===== src/rtl/ttt_pkg.sv =====
// Shared encodings for the tic-tac-toe turn controller: cell codes, FSM states, winner codes.
// Consumed by game_turn_ctrl and win_line_chk.
package ttt_pkg;

   typedef logic [1:0] cell_t;

   localparam cell_t CELL_EMPTY = 2'b00;
   localparam cell_t CELL_P1    = 2'b01;
   localparam cell_t CELL_P2    = 2'b10;

   localparam logic [2:0] ST_IDLE    = 3'd0;
   localparam logic [2:0] ST_P1_TURN = 3'd1;
   localparam logic [2:0] ST_P2_TURN = 3'd2;
   localparam logic [2:0] ST_EVAL    = 3'd3;
   localparam logic [2:0] ST_WIN     = 3'd4;
   localparam logic [2:0] ST_DRAW    = 3'd5;

   localparam logic [1:0] WIN_NONE = 2'b00;
   localparam logic [1:0] WIN_P1   = 2'b01;
   localparam logic [1:0] WIN_P2   = 2'b10;
   localparam logic [1:0] WIN_DRAW = 2'b11;

   localparam logic [1:0] TURN_NONE = 2'b00;

   function automatic logic board_full(input logic [17:0] b);
      logic full;
      full = 1'b1;
      for (int i = 0; i < 9; i++) begin
         if (b[2*i +: 2] == CELL_EMPTY) full = 1'b0;
      end
      return full;
   endfunction

   function automatic logic is_onehot9(input logic [8:0] v);
      return (v != 9'd0) && ((v & (v - 9'd1)) == 9'd0);
   endfunction

endpackage


===== src/rtl/win_line_chk.sv =====
// Combinational three-in-a-row detector: flags when any row, column or diagonal
// is fully owned by the given player code.
module win_line_chk
   import ttt_pkg::*;
(
   input  logic [17:0] board,
   input  cell_t       player,
   output logic        line
);

   logic [8:0] own;

   always_comb begin
      own = '0;
      for (int i = 0; i < 9; i++) begin
         own[i] = (player != CELL_EMPTY) && (board[2*i +: 2] == player);
      end
   end

   assign line = (own[0] & own[1] & own[2]) |
                 (own[3] & own[4] & own[5]) |
                 (own[6] & own[7] & own[8]) |
                 (own[0] & own[3] & own[6]) |
                 (own[1] & own[4] & own[7]) |
                 (own[2] & own[5] & own[8]) |
                 (own[0] & own[4] & own[8]) |
                 (own[2] & own[4] & own[6]);

endmodule


===== src/rtl/game_turn_ctrl.sv =====
// Tic-tac-toe turn controller: arbitrates moves, keeps the board, detects win/draw.
// Optional per-turn forfeit timer is built only when MOVE_TIMEOUT_EN is defined.
//
// state      | meaning
// -----------+---------------------------------------------------
// IDLE       | no game active, requests ignored
// P1_TURN    | waiting for a player 1 move
// P2_TURN    | waiting for a player 2 move
// EVAL       | one cycle: check lines / full board for the mover
// WIN        | game over with a winner, held until new_game
// DRAW       | game over with full board, held until new_game
module game_turn_ctrl
   import ttt_pkg::*;
#(
   parameter int unsigned TIMEOUT_CYCLES = 500_000_000
) (
   input  logic        clk,
   input  logic        rst_n,
   input  logic        new_game,
   input  logic        p1_valid,
   input  logic [8:0]  p1_sel,
   input  logic        p2_valid,
   input  logic [8:0]  p2_sel,
   output logic [17:0] board,
   output logic [1:0]  turn,
   output logic        move_ack,
   output logic        ill_move,
   output logic        game_over,
   output logic [1:0]  winner
);

   if (TIMEOUT_CYCLES == 0) begin : g_bad_timeout
      $error("TIMEOUT_CYCLES must be at least 1");
   end

   logic [2:0] state;
   logic       cur_valid;
   logic [8:0] cur_sel;
   cell_t      mover;
   cell_t      other;
   logic       occupied;
   logic       legal;
   logic       line_hit;
   logic       full;

`ifdef MOVE_TIMEOUT_EN
   localparam int TW = $clog2(TIMEOUT_CYCLES + 1);
   localparam logic [TW-1:0] TIMEOUT_LAST = TW'(TIMEOUT_CYCLES - 1);
   logic [TW-1:0] timer;
`endif

   // In EVAL the mover is whoever still owns the turn output.
   always_comb begin
      cur_valid = 1'b0;
      cur_sel   = '0;
      mover     = turn;
      case (state)
         ST_P1_TURN: begin
            cur_valid = p1_valid;
            cur_sel   = p1_sel;
            mover     = CELL_P1;
         end
         ST_P2_TURN: begin
            cur_valid = p2_valid;
            cur_sel   = p2_sel;
            mover     = CELL_P2;
         end
         default: ;
      endcase
      other    = (mover == CELL_P1) ? CELL_P2 : CELL_P1;
      occupied = 1'b0;
      for (int i = 0; i < 9; i++) begin
         if (cur_sel[i] && (board[2*i +: 2] != CELL_EMPTY)) occupied = 1'b1;
      end
      legal = cur_valid && is_onehot9(cur_sel) && !occupied;
   end

   assign full = board_full(board);

   win_line_chk u_win_line_chk (
      .board  (board),
      .player (mover),
      .line   (line_hit)
   );

   always_ff @(posedge clk) begin
      if (!rst_n) begin
         state     <= ST_IDLE;
         board     <= '0;
         turn      <= TURN_NONE;
         move_ack  <= 1'b0;
         ill_move  <= 1'b0;
         game_over <= 1'b0;
         winner    <= WIN_NONE;
`ifdef MOVE_TIMEOUT_EN
         timer     <= '0;
`endif
      end else begin
         move_ack <= 1'b0;
         ill_move <= 1'b0;
`ifdef MOVE_TIMEOUT_EN
         timer    <= '0;
`endif
         if (new_game) begin
            state     <= ST_P1_TURN;
            board     <= '0;
            turn      <= CELL_P1;
            game_over <= 1'b0;
            winner    <= WIN_NONE;
         end else begin
            case (state)
               ST_P1_TURN, ST_P2_TURN: begin
                  if (legal) begin
                     for (int i = 0; i < 9; i++) begin
                        if (cur_sel[i]) board[2*i +: 2] <= mover;
                     end
                     move_ack <= 1'b1;
                     state    <= ST_EVAL;
                  end else begin
                     if (cur_valid) ill_move <= 1'b1;
`ifdef MOVE_TIMEOUT_EN
                     // Forfeit: turn passes on, board untouched, timer restarts.
                     if (timer == TIMEOUT_LAST) begin
                        ill_move <= 1'b1;
                        state    <= (mover == CELL_P1) ? ST_P2_TURN : ST_P1_TURN;
                        turn     <= other;
                     end else begin
                        timer <= timer + TW'(1);
                     end
`endif
                  end
               end
               ST_EVAL: begin
                  if (line_hit) begin
                     state     <= ST_WIN;
                     winner    <= mover;
                     game_over <= 1'b1;
                     turn      <= TURN_NONE;
                  end else if (full) begin
                     state     <= ST_DRAW;
                     winner    <= WIN_DRAW;
                     game_over <= 1'b1;
                     turn      <= TURN_NONE;
                  end else begin
                     state <= (mover == CELL_P1) ? ST_P2_TURN : ST_P1_TURN;
                     turn  <= other;
                  end
               end
               ST_IDLE, ST_WIN, ST_DRAW: ;
               default: state <= ST_IDLE;
            endcase
         end
      end
   end

endmodule


===== config.mk =====
export PLATFORM = sky130hd
export DESIGN_NAME = game_turn_ctrl
export DESIGN_NICKNAME = d
export VERILOG_FILES = /design/src/rtl/ttt_pkg.sv /design/src/rtl/win_line_chk.sv /design/src/rtl/game_turn_ctrl.sv
export SDC_FILE = /design/constraint.sdc
export NUM_CORES = 1
export LEC_CHECK = 0
export ABC_CLOCK_PERIOD_IN_PS = 2900
export CORE_MARGIN = 3
export CORE_UTILIZATION = 50
export DETAILED_ROUTE_END_ITERATION = 12
export HOLD_SLACK_MARGIN = 0.06
export PLACE_DENSITY = 0.87
export SYNTH_ARGS = -nofsm -noshare
export SYNTH_HDL_FRONTEND = slang
export SYNTH_SLANG_ARGS = --single-unit
export TNS_END_PERCENT = 1

===== constraint.sdc =====
create_clock -name clk -period 2.9 [get_ports clk]
set_input_delay 0.58 -clock clk [delete_from_list [all_inputs] [get_ports clk]]
set_output_delay 0.58 -clock clk [all_outputs]
set_load 0.01 [all_outputs]

==> impl_results.md, run 1 <==
- Min cycle time layout: 2.72 ns
- Pin count of the biggest net entering global routing: 27
- Post-Syn Nets: 273
- Pre-CTS setup slack: 0.0319 ns
- Capturing element type of the critical path: flop
- Global Route Usage Sum: between 20% and 30%
- Placer Congestion: just over 0.9
- Vias in the first global route: about 2100
- Slew Limit Fails: 0
- CTS Buf Count: 3
- Final antenna-violating net count: 0
- Fill cell count: between 300 and 400
- Crit path arrival time: 2.88 ns
- Number of max-cap violations: 0
- Peak VDD IR: about 0.00021 V
- Fin. Hold Viols: 0
- DR vias: 2227
- Clock sinks: 28
- Post-CTS Setup Inserts: 0
- CTS Hold Bufs: 0
- Pre-antenna DRT Iters: 4
- Ant. Diodes: 0
- Power Dens Cells: slightly above 300 nW/um^2
- CTS Root Cell: clkbuf_8
- DR WL/cell: 17.9 um
- Clock Latency Late Sink: between 0.2 and 0.3 ns
- Async set-reset flop share out of synthesis: 0%
- Max clock buf depth: 2
- Main flop type after synthesis: dfxtp_1
- Die footprint: approximately 4800 um^2
- Netlist Area Pre-Place: 2000 um^2
- Commonest non-fill, non-tap cell in the layout: clkdlybuf4s50_1
- Syn. warnings: 0
- Final Setup Violations: 0
- H-tree levels: 1
- Placed insts: around 340
- First-pass GRT wire length: between 9000 and 10000 um
- Initial DRC count: roughly 290
- Synthesized flop and latch total: 28
- Overflow left after global routing: 0
- Final WS setup: between 0.15 and 0.2 ns
- Slew Limit Headroom: a little under 60%
- Area of the multi-input gates: 1330 um^2
- Ports: 48
- FF+latch area: 561 um^2
- CP startpoint kind: flop
- Port bufs: 47
- Run status: finished, final reports clean
- Layout Cells excl Fill: between 300 and 400
- Tcrit/Tclk final: 93.8%
- Final Util: about two thirds
- Min-delay worst type: flop to flop
- Most frequent cells in the layout: clkdlybuf4s50_1 (47), dfxtp_1 (28), a21oi_1 (27), nor2_1 (22), nand3b_1 (19)
- Worst path max stage delay: roughly 0.60 ns
- Max frequency: around 0.37 GHz
- CP cell instances: buf_4 -> and2b_1 -> nor2_2 -> nor4bb_1 -> o22ai_1 -> a211oi_1 -> o41ai_4 -> a21o_1 -> a21oi_1
- CTS tree: yes
- Synthesized area per cell: approximately 8 um^2
- # DRC: 0
- Placement Rows: 22
- Initial Utilization: about 53%
- Total wire length: 6070 um
- Via/cell ratio: around 6.6
- WS Path Type: flop to flop
- Area grow syn2layout: 27.3%
- Share of post-route cells with drive strength above 1: roughly 8.3%
- Worst endpoint required time: between 3 and 4 ns
- Final HPWL from detailed placement: 4460 um
- Worst-path clk slew: ~0.090 ns
- Worst Skew: between 0.005 and 0.006 ns
- Worst-margin pin slew: approximately 0.6 ns
- Pleak: 0.895 nW
- RSZ-0062 raised after global routing: true
- Post-synth cell types: 47
- Core area: approximately 3800 um^2
- Die width: between 60 and 70 um
- Sequential fraction of the synthesis area: roughly 28%
- Antenna violations before repair: 0
- Final #Nets: roughly 320
- TNS Setup: 0 ns
- Cells after Synth: 250
- Crit-path max FO: 16
- Number of synthesized flops with an enable pin: 0
- CP max stage cell: o41ai_4
- Die Y: between 60 and 70 um
## power by group
part,internal (mW),switching (mW),total [mW]
Sequential,0.387,0.00548,0.393
Combinational,0.0871,0.0998,0.187
Clock,0.0934,0.117,0.210
## registers in the layout (all words and copies together), names as in the netlist
signal and cells:
board 18, game_over 1, ill_move 1, move_ack 1
state 3, turn 2, winner 2
## through the flow
step           hold WS (ns)  cell area, um^2  total power [mW]
3_5_place_dp          0.442             2500             0.582
2_1_floorplan         0.467             2000             0.517
3_3_place_gp          0.431             2500             0.579
4_1_cts               0.454             2540             0.790
6_report              0.450             2550             0.790
5_1_grt               0.478             2550             0.821
## cell type report
type / instances / share of cell area (%)
multi-input cells: 197 / 52.1
flip-flops and latches: 28 / 22.0
clock buffers: 3 / 1.62
well taps: 48 / 2.36
inverters: 6 / 0.883
repair buffers: 56 / 21.1
## worst paths after layout
path | depth (start not counted) | to | slack [ns] | startpoint
setup / recovery | 9 | winner[0]$_SDFFE_PP0P_ | 0.18 | state[0]$_SDFFE_PN0P_
hold / removal | 2 | winner[1]$_SDFFE_PP0P_ | 0.45 | winner[1]$_SDFFE_PP0P_
setup reg to reg | 9 | winner[0]$_SDFFE_PP0P_ | 0.18 | state[0]$_SDFFE_PN0P_
hold reg to reg | 2 | winner[1]$_SDFFE_PP0P_ | 0.45 | winner[1]$_SDFFE_PP0P_
## routing by layer
layer | up-vias | GRT usage (%) | routed length (um) | part of all wire, %
li1 | 1048 | - | - | -
met1 | 1036 | 33.0 | 2430 | 40
met2 | 130 | 40.5 | 2970 | 49
met3 | 13 | 2.46 | 573 | 9.4
met4 | 0 | 8.46 | 91 | 1.5
met5 | - | 0 | 0 | 0
## worst max-delay path: cells and delay by family, from the launching register on
family	cells	cell delay, ns
AOI/OAI and AO/OA	5	1.30
buffers and inverters	1	0.19
DFF	1	0.35
and+or+nand+nor	3	0.75
## cell usage after synthesis, drive strengths merged, types with 3 or more instances
library cell	n	area, um^2
a2111oi	3	32.5
a211oi	9	72.6
a21o	4	30.0
a21oi	27	135
a22o	10	87.6
and3	10	62.6
buf	14	80.1
clkbuf	5	18.8
dfxtp	28	561
inv	6	22.5
nand2	3	11.3
nand2b	3	18.8
nand3b	19	143
nor2	25	106
nor2b	3	18.8
nor3	11	55.1
nor4	12	75.1
nor4bb	9	90.1
o21ai	4	20.0
o22ai	10	62.6
o31ai	4	30.0
or2	4	25.0
xor2	8	70.1
## kinds of logic after synthesis
family,count (synthesis),synth area share (%)
AOI/OAI and AO/OA,82,28.8
xor gates and xnor gates,8,3.50
buffers and inverters,25,6.06
DFF,28,28.0
and+or+nand+nor,107,33.7
## what timing repair did
item | CTS | global route
endpoints found under the setup margin | 0 | 4
endpoints found under the hold margin | 0 | 0
resized for setup | 0 | 2
(Power assumes the default switching activity.)
==> inputs of run 2 (changes only) <==
--- a/config.mk
+++ b/config.mk
@@ -11,7 +11,8 @@
 export DETAILED_ROUTE_END_ITERATION = 12
 export HOLD_SLACK_MARGIN = 0.06
 export PLACE_DENSITY = 0.87
+export SKIP_LAST_GASP = 1
 export SYNTH_ARGS = -nofsm -noshare
 export SYNTH_HDL_FRONTEND = slang
 export SYNTH_SLANG_ARGS = --single-unit
-export TNS_END_PERCENT = 1
+export TNS_END_PERCENT = 5
==> run 2 against run 1 <==
Against the previous run: die area unchanged; non-clock buffer count is the same; critical path depth stayed put; largest cell class unchanged; largest power group unchanged.
==> impl_results.md, run 2 (synthesis results as in run 1) <==
- Run status: finished, final reports clean
- Pre-antenna DRT Iters: 4
- CP max stage cell: o41ai_4
- FF+latch area: between 500 and 600 um^2
- Port bufs: 47
- CP startpoint kind: flop
- Ports: 48
- Initial DRC count: ~350
- Worst-path clk slew: approximately 0.09 ns
- Tcrit/Tclk final: between 90% and 100%
- Vias in the first global route: approximately 2100
- First-pass GRT wire length: between 9000 and 10000 um
- Pin count of the biggest net entering global routing: 27
- Slew Limit Headroom: between 50% and 60%
- Slew Limit Fails: 0
- Clock Latency Late Sink: between 0.2 and 0.3 ns
- RSZ-0062 raised after global routing: true
- Final antenna-violating net count: 0
- Max frequency: ~0.36 GHz
- Global Route Usage Sum: ~24%
- WS Path Type: flop to flop
- CTS Root Cell: clkbuf_8
- CP cell instances: buf_4 -> and2b_1 -> o21a_1 -> nor4_1 -> o22ai_1 -> a211oi_1 -> o41ai_4 -> a21o_1 -> a21oi_1
- Final Setup Violations: 0
- CTS Hold Bufs: 0
- Worst r2r src: state[0]$_SDFFE_PN0P_
- Initial Utilization: a little over half
- Pleak: roughly 0.89 nW
- Placed insts: about 340
- Final #Nets: between 300 and 400
- Min-delay worst type: flop to flop
- Core area: roughly 3800 um^2
- Crit path arrival time: just under 3 ns
- Placer Congestion: about 0.92
- Hold Slack: between 0.4 and 0.5 ns
- Fin. Hold Viols: 0
- DR vias: ~2200
- Worst-margin pin slew: approximately 0.6 ns
- Fin area: approximately 2500 um^2
- Via/cell ratio: 6.57
- Die Y: 69.3 um
- Max clock buf depth: 2
- Clock sinks: 28
- Fill cell count: roughly 330
- Min cycle time layout: 2.75 ns
- Worst hold start: winner[1]$_SDFFE_PP0P_
- Layout Cells excl Fill: 338
- CTS Buf Count: 3
- Largest regs: board: 18 flops, state: 3 flops
- DR WL/cell: 18.0 um
- Placement Rows: 22
- Largest Register: board
- Power Dens Cells: 310 nW/um^2
- # DRC: 0
- Commonest non-fill, non-tap cell in the layout: clkdlybuf4s50_1
- Die width: between 60 and 70 um
- Final Util: between 60 and 70%
- Peak VDD IR: ~0.00021 V
- Most frequent cells in the layout: clkdlybuf4s50_1 (47), dfxtp_1 (28), a21oi_1 (27), nor2_1 (22), nand3b_1 (19)
- H-tree levels: 1
- Final HPWL from detailed placement: between 4000 and 5000 um
- Area of the multi-input gates: between 1000 and 1500 um^2
- CP startpoint: state[0]$_SDFFE_PN0P_
- Share of post-route cells with drive strength above 1: under 10%
- Worst endpoint required time: around 3.1 ns
- PnR Total Power: 789 uW
- Max FFs per register: 18
- Ant. Diodes: 0
- CTS tree: yes
- Worst Skew: 0.00584 ns
- Number of max-cap violations: 0
- Worst path max stage delay: 0.60 ns
- Antenna violations before repair: 0
- Overflow left after global routing: 0
- Crit-path max FO: 16
- Total wire length: just over 6000 um
- Placed instance area: around 2500 um^2
- Area grow syn2layout: 27.0%
- Die footprint: 4800 um^2
- Capturing element type of the critical path: flop
-- run 2: cell counts in the layout (fill, tap and decap cells not counted) --
No cell type changed its count.
-- run 2: area by class of cell --
| class | instances | area share [%] |
|---|---|---|
| multi-input combinational | 197 | 52.0 |
| timing repair buffer | 56 | 21.1 |
| tap | 48 | 2.36 |
| clock buffer | 3 | 1.62 |
| inverter | 6 | 0.885 |
| sequential | 28 | 22.0 |
-- run 2: metal layers --
layer,up-vias,GRT usage (%),part of all wire (%)
met5,-,0,0
met4,0,8.46,1.5
met3,11,2.46,7.5
met2,105,40.5,49
met1,1059,33.0,42
li1,1046,-,-
-- run 2: worst paths after layout --
check	cells after the start	slack (ns)	to
max	9	0.15	winner[0]$_SDFFE_PP0P_
min	2	0.45	winner[1]$_SDFFE_PP0P_
max reg2reg	9	0.15	winner[0]$_SDFFE_PP0P_
min reg2reg	2	0.45	winner[1]$_SDFFE_PP0P_
-- run 2: where the power goes --
| part | switching (mW) | total (mW) | leakage [nW] | internal, mW |
|---|---|---|---|---|
| combinational | 0.0991 | 0.186 | 0.646 | 0.0864 |
| sequential | 0.00556 | 0.393 | 0.226 | 0.387 |
| clock | 0.117 | 0.210 | 0.0216 | 0.0935 |
| total | 0.222 | 0.789 | 0.893 | 0.567 |
-- run 2: timing repair --
action | in CTS | in global routing
setup endpoints to repair | 0 | 4
setup buffers | 0 | 0
resized for setup | 0 | 1
-- run 2: metrics by stage --
stage	TNS (ns)	setup WS, ns
floorplan	0	0.647
global placement	0	0.143
detailed placement	0	0.0319
CTS	0	0.193
global route	-0.0621	-0.0356
finish	0	0.149
-- run 2: critical path, delay by kind of cell, from the launching register on --
family          cells  cell delay, ns
buf+inv             1            0.23
simple gates        2            0.37
flops               1            0.41
compound gates      6            1.62
==> inputs of run 3 (changes only) <==
--- a/config.mk
+++ b/config.mk
@@ -12,6 +12,7 @@
 export HOLD_SLACK_MARGIN = 0.06
 export PLACE_DENSITY = 0.87
 export SKIP_LAST_GASP = 1
+export SLEW_MARGIN = 15
 export SYNTH_ARGS = -nofsm -noshare
 export SYNTH_HDL_FRONTEND = slang
 export SYNTH_SLANG_ARGS = --single-unit
==> results of run 3 <==
Final layout, timing and power as in run 2 (identical DEF).
